`config.mk`:
```
export PLATFORM = sky130hd
export DESIGN_NAME = alu_operand_stage
export DESIGN_NICKNAME = d
export VERILOG_FILES = /design/src/rtl/alu_operand_stage.sv
export SDC_FILE = /design/constraint.sdc
export NUM_CORES = 1
export LEC_CHECK = 0
export ABC_AREA = 1
export BUFFER_PORTS_ARGS = -buffer_cell sky130_fd_sc_hd__clkbuf_2
export CAP_MARGIN = 15
export CORE_ASPECT_RATIO = 1.5
export CORE_UTILIZATION = 52
export CTS_CLUSTER_SIZE = 30
export DETAILED_ROUTE_END_ITERATION = 10
export GPL_TIMING_DRIVEN = 0
export PLACE_DENSITY = 0.88
export SETUP_SLACK_MARGIN = 0.5
export SKIP_CTS_REPAIR_TIMING = 1
export SLEW_MARGIN = 25
export SYNTH_ARGS = -nofsm -noshare
export SYNTH_HDL_FRONTEND = slang
export SYNTH_SLANG_ARGS = --single-unit
```
`constraint.sdc`:
```
create_clock -name clk -period 2.5 [get_ports clk]
set_input_delay 0.125 -clock clk [delete_from_list [all_inputs] [get_ports clk]]
set_output_delay 0.125 -clock clk [all_outputs]
set_load 0.1 [all_outputs]
```
`src/rtl/alu_operand_stage.sv`:
```
// EX-stage operand selection for both ALU inputs, registered into a stallable and
// flushable slot. Also provides a debug issue counter and a freezable operand snapshot.
module alu_operand_stage #(
    parameter int DATA_W = 32,
    parameter int IMM_W  = 16,
    parameter int CNT_W  = 16
) (
    input  logic              clk,
    input  logic              rst_n,
    input  logic [DATA_W-1:0] reg_a_i,
    input  logic [DATA_W-1:0] reg_b_i,
    input  logic [DATA_W-1:0] fwd_mem_i,
    input  logic [DATA_W-1:0] fwd_wb_i,
    input  logic [IMM_W-1:0]  imm_i,
    input  logic              zext_i,
    input  logic [1:0]        sel_a_i,
    input  logic [1:0]        sel_b_i,
    input  logic              valid_i,
    input  logic              stall_i,
    input  logic              flush_i,
    input  logic              dbg_freeze_i,
    input  logic              dbg_clr_i,
    output logic [DATA_W-1:0] op_a_o,
    output logic [DATA_W-1:0] op_b_o,
    output logic              valid_o,
    output logic [CNT_W-1:0]  dbg_cnt_o,
    output logic [DATA_W-1:0] dbg_snap_a_o,
    output logic [DATA_W-1:0] dbg_snap_b_o
);

    // The fill loop is empty when IMM_W == DATA_W, so the immediate passes through.
    function automatic logic [DATA_W-1:0] extend_imm(input logic [IMM_W-1:0] imm,
                                                     input logic zext);
        logic [DATA_W-1:0] res;
        logic              fill;
        res  = DATA_W'(imm);
        fill = zext ? 1'b0 : imm[IMM_W-1];
        for (int i = IMM_W; i < DATA_W; i++) begin
            res[i] = fill;
        end
        return res;
    endfunction

    function automatic logic [DATA_W-1:0] pick_src(input logic [1:0]        sel,
                                                   input logic [DATA_W-1:0] reg_val,
                                                   input logic [DATA_W-1:0] mem_val,
                                                   input logic [DATA_W-1:0] wb_val,
                                                   input logic [DATA_W-1:0] imm_val);
        logic [DATA_W-1:0] res;
        case (sel)
            2'b00:   res = reg_val;
            2'b01:   res = mem_val;
            2'b10:   res = wb_val;
            2'b11:   res = imm_val;
            default: res = {DATA_W{1'b0}};
        endcase
        return res;
    endfunction

    logic [DATA_W-1:0] imm_ext_s;
    logic [DATA_W-1:0] sel_a_s;
    logic [DATA_W-1:0] sel_b_s;
    logic              load_s;
    logic              valid_load_s;

    logic [DATA_W-1:0] op_a_r;
    logic [DATA_W-1:0] op_b_r;
    logic              valid_r;
    logic [CNT_W-1:0]  cnt_r;
    logic [DATA_W-1:0] snap_a_r;
    logic [DATA_W-1:0] snap_b_r;

    // Operand selection and slot-update qualifiers.
    always_comb begin
        imm_ext_s    = extend_imm(imm_i, zext_i);
        sel_a_s      = pick_src(sel_a_i, reg_a_i, fwd_mem_i, fwd_wb_i, imm_ext_s);
        sel_b_s      = pick_src(sel_b_i, reg_b_i, fwd_mem_i, fwd_wb_i, imm_ext_s);
        load_s       = !flush_i && !stall_i;
        valid_load_s = load_s && valid_i;
    end

    // Pipeline slot: flush beats stall beats load.
    always_ff @(posedge clk or negedge rst_n) begin
        if (!rst_n) begin
            op_a_r  <= {DATA_W{1'b0}};
            op_b_r  <= {DATA_W{1'b0}};
            valid_r <= 1'b0;
        end else if (flush_i) begin
            op_a_r  <= {DATA_W{1'b0}};
            op_b_r  <= {DATA_W{1'b0}};
            valid_r <= 1'b0;
        end else if (stall_i) begin
            op_a_r  <= op_a_r;
            op_b_r  <= op_b_r;
            valid_r <= valid_r;
        end else begin
            op_a_r  <= sel_a_s;
            op_b_r  <= sel_b_s;
            valid_r <= valid_i;
        end
    end

    // Issue counter; clear wins over a same-cycle increment, wrap is natural.
    always_ff @(posedge clk or negedge rst_n) begin
        if (!rst_n) begin
            cnt_r <= {CNT_W{1'b0}};
        end else if (dbg_clr_i) begin
            cnt_r <= {CNT_W{1'b0}};
        end else if (valid_load_s) begin
            cnt_r <= cnt_r + CNT_W'(1);
        end else begin
            cnt_r <= cnt_r;
        end
    end

    // Debug snapshot of the last valid operands loaded while not frozen.
    always_ff @(posedge clk or negedge rst_n) begin
        if (!rst_n) begin
            snap_a_r <= {DATA_W{1'b0}};
            snap_b_r <= {DATA_W{1'b0}};
        end else if (valid_load_s && !dbg_freeze_i) begin
            snap_a_r <= sel_a_s;
            snap_b_r <= sel_b_s;
        end else begin
            snap_a_r <= snap_a_r;
            snap_b_r <= snap_b_r;
        end
    end

    assign op_a_o       = op_a_r;
    assign op_b_o       = op_b_r;
    assign valid_o      = valid_r;
    assign dbg_cnt_o    = cnt_r;
    assign dbg_snap_a_o = snap_a_r;
    assign dbg_snap_b_o = snap_b_r;

endmodule
```
# --- Word-level counts from Yosys, hierarchy flattened ---
# Cells that the tools add are included.
# Widths: inputs -> output; s select.
word_totals:
  ff_bits: 145
  out_inout_bits: 145
  elab_cells: 34
classes:
  addsub: 1
  eq_ne: 7
  muxes: 11
  reduce_logical: 9
ops:
  columns: ["operator", "count"]
  rows:
  - ["$pmux 32 s4", 2]
  - ["$mux 32", 4]
  - ["$mux 16", 2]
  - ["$add 16x1->16 const B", 1]
  - ["$eq 2x2->1 const B", 4]
  - ["$eq 2x1->1 const B", 2]
  - ["$logic_not 2->1", 2]
  - ["$logic_and 1x1->1", 3]
  - ["$logic_not 1->1", 3]
  - ["$mux 1", 3]
  - ["$ne 2x1->1 const B", 1]
  - ["$reduce_bool 2->1", 1]

# --- Longest topological paths before layout ---
logic_depth:
  word_depth: 5
  mapped_depth: 9
  depth_no_buf: 8

# --- Worst setup path before layout ---
# Ideal clock, no wire load.
synth_path:
  kind: "reg-to-reg"
  startpoint: "register cnt_r[0], in the netlist dbg_cnt_o[0]"
  endpoint: "register cnt_r[14], in the netlist dbg_cnt_o[14]"
  setup_time_ns: 0.123
  arrival_time_ns: 1.908
  setup_slack_ns: 0.468
  path_stages_with_launch: 7
  path_buffers: 0
  synth_period_minus_slack_ns: 2.032
  path_cell_list: "dfrtp_1 -> ha_1 -> nand3_1 -> nor3_2 -> nand3_1 -> nand2_1 -> nor2_1"
synth_between:
  elab_chain_len: 3
synth_rtl:
  columns: ["item", "line", "text"]
  rows:
  - ["start, declared", "69", "logic [CNT_W-1:0] cnt_r;"]
  - ["start signal, assigned", "106", "cnt_r <= {CNT_W{1'b0}};"]
  - ["start signal, assigned", "108", "cnt_r <= {CNT_W{1'b0}};"]
  - ["start signal, assigned", "110", "cnt_r <= cnt_r + CNT_W'(1);"]
  - ["$add 16x1->16", "110", null]
  - ["$mux 16", "109", "end else if (valid_load_s) begin"]
  - ["$mux 16", "107", "end else if (dbg_clr_i) begin"]
# No other way between the ends. The select of a mux whose other input is x is not followed.
# A chain may end at the register's enable or synchronous reset.

# --- Worst setup path in the final report ---
layout_path:
  startpoint: "register cnt_r[7], in the netlist dbg_cnt_o[7]"
  endpoint: "output dbg_cnt_o[7]"
layout_lines:
  columns: ["item", "line", "text"]
  rows:
  - ["end, declared", "26", "output logic [CNT_W-1:0] dbg_cnt_o,"]
# No word-level cell between the ends.

==> results.ini <==
[run_status]
status = finished, violations left
violations = DRC

[logic_synthesis]
synth.cell_area_um2 = 7150
ys_ff_latch = 145
synthMuxAreaShare_pct = 0
syn_avg_cell_area_um2 = 7.17
syn-num-nets = 1155
ys_types = 27
synth_fa_ha_area_share_pct = 0.175
yosys.area_share.simple_pct = 43.1
synth_top_cell_by_area = dfrtp_1
synth_top_family_by_area = simple AND/OR/NAND/NOR gates
netlist_top_cells_area = dfrtp_1, nand2_1, nand4_1, buf_2, nor2_1
synth-compound-area-share_pct = 1.29
syn_inst = 998
seq_area_frac_synth_pct = 50.7
yosysWarningCount = 0
synth-xor-area-share_pct = 0.122
synth_top_area_share_pct = 50.7

[pwr]
p_per_area_nw_per_um2 = 926
peakVddDrop_v = 0.000618
finalPower_mw = 8.86
p_leak_nw = 5.57

[global_routing]
grt-ovfl-total = 0
grt_pass1_wl_um = 42400
antenna_found_initial = 1
grt_pass1_vias = 8206
grt_start_max_net_pins = 85
grt_usage_pct = 39.6

[place]
portBuffers = 300
dp_slack_ps = 1010
gp_congestion = 0.952
dpl_cell_area_um2 = 8900
hpwlAfterDp_um = 20700

[setup_path]
cpPeakStageDelay_ps = 500
endpoint_kind = primary output
crit_buf_inv = 1
cp_data_arrival_time_ps = 1380
slowest_stage = clkbuf_2
path_cells = clkbuf_2
crit_family = buffers and inverters
r2r-start = dbg_cnt_o[0]$_DFFE_PN0P_
startpoint = dbg_cnt_o[7]$_DFFE_PN0P_
path_max_fanout = 6
critPathRequiredTime_ps = 2380
start_kind = flip-flop
critical_path_class = reg -> out

[floorplan]
die_h_um = 146
io_pins = 301
dieArea_um2 = 14200
initial_utilization_pct = 53.1
fp.dieW_um = 97.8
core_area_um2 = 13500
row_count = 52

[hold_path]
hold_class = in -> reg
hold_start = reg_a_i[0]

[clock_tree]
clk_latency_ps = 420
htree_levels = 4
cts_tree = yes
clockBufferDepth = 2
path_clk_slew_ps = 70
cts_root_buffer = clkbuf_16
cts_buffers = 17
cts.sinks = 145

[drt]
drc = 46
drt-total-wl_um = 27400
drt_iter0_markers = 803
dr.pass1.iters = 9
via_per_inst = 5.50
wl_per_cell_um = 18.3
via_count = 8229
ant_nets = 0

[timing]
slew_violations = 0
fin_skew_ps = 8.49
layout_setup_ws_ps = 999
worst_pin_slew_ps = 630
setup-violations-final = 0
layout_min_cycle_time_ps = 1500
period_share_pct = 60.0
rsz0062_at_grt = false
finalHoldViolations = 0
slew_headroom_pct = 58.0
fmax_mhz = 666

[final_layout]
layout_commonest_cell = nand2_1
syn_to_final_growth_pct = 33.8
final_area_um2 = 9570
layout_common_cells = nand2_1, clkbuf_2, dfrtp_1
drive_gt1_share_pct = 29.1
nets = 1477
nFillCells = 1139

[job]
maxCapViolations = 0

## worst paths after layout
path,endpoint,slack (ps),cells past startpoint
setup / recovery,dbg_cnt_o[7],1000,1
min in group asynchronous,dbg_snap_b_o[24]$_DFFE_PN0P_,240,2
hold reg to reg,valid_o$_DFFE_PN0P_,470,2
max in group asynchronous,op_b_o[12]$_DFFE_PN0P_,1470,3
hold / removal,dbg_snap_a_o[0]$_DFFE_PN0P_,20,3
setup reg to reg,dbg_cnt_o[10]$_DFFE_PN0P_,1060,7
## layout make-up
| class | count | area, um2 | share of cell area [%] |
|---|---|---|---|
| Inverter | 23 | 86.3 | 0.902 |
| Sequential cell | 145 | 3630 | 37.9 |
| Clock buffer | 20 | 457 | 4.77 |
| Tap cell | 162 | 203 | 2.12 |
| Timing Repair Buffer | 303 | 1560 | 16.3 |
| Clock inverter | 12 | 195 | 2.04 |
| Antenna cell | 1 | 2.50 | 0.0261 |
| Multi-Input combinational cell | 779 | 3200 | 33.4 |
| Buffer | 51 | 243 | 2.54 |
## Yosys cell counts, drive strengths merged
cell	number
nand3	13
nor3b	1
nand2	642
dfrtp	145
nand4	64
nor3	2
ha	1
and2	1
xor2	1
o21ai	9
nor2	35
inv	23
clkbuf	7
nor4	1
buf	44
a21oi	8
o21bai	1
## through the flow
stage | hold WS, ps | TNS, ps | util (%) | instances
CTS | -302 | 0 | 70.9 | 1493
finish | 22.0 | 0 | 71.1 | 1496
global route | 19.1 | 0 | 71.1 | 1496
floorplan | -171 | 0 | - | 998
detailed placement | 141 | 0 | 66.1 | 1461
global placement | 295 | -155240 | 65.8 | 1460
## registers in the layout, summed over array words and instances (netlist names)
signal,count
dbg_snap_a_o,32
dbg_cnt_o,16
op_b_o,32
dbg_snap_b_o,32
op_a_o,32
valid_o,1
## cell families (layout without fill, tap and decap cells)
| family | count (synthesis) | in the layout |
|---|---|---|
| buffers and inverters | 74 | 409 |
| DFF | 145 | 145 |
| and+or+nand+nor | 759 | 759 |
| adders and majority gates | 1 | 1 |
| other | 0 | 1 |
| AOI/OAI and AO/OA | 18 | 18 |
| xor gates and xnor gates | 1 | 1 |
## worst reg2reg max path: stages, from the launching register on
cell and delay [ps]:
dfrtp_2 410, ha_1 210, nand3_1 160, nor3_2 320
nand2_1 90, nand2_1 70, inv_1 30, nor2_1 90
## report_power, final
| part | switching (mW) | total [mW] | leakage, nW | internal, mW |
|---|---|---|---|---|
| sequential | 0.172 | 2.79 | 1.91 | 2.62 |
| combinational | 2.77 | 3.24 | 3.34 | 0.476 |
| clock | 1.07 | 2.82 | 0.320 | 1.76 |
## routing by layer
metal / share of wire, % / up-vias / track usage, %
met5: 0 / - / 0
met3: 8.9 / 129 / 9.13
li1: - / 3774 / -
met1: 34 / 3779 / 41.7
met4: 8.1 / 0 / 30.0
met2: 49 / 547 / 68.2
Note: power is estimated with default switching activity, not from simulation.
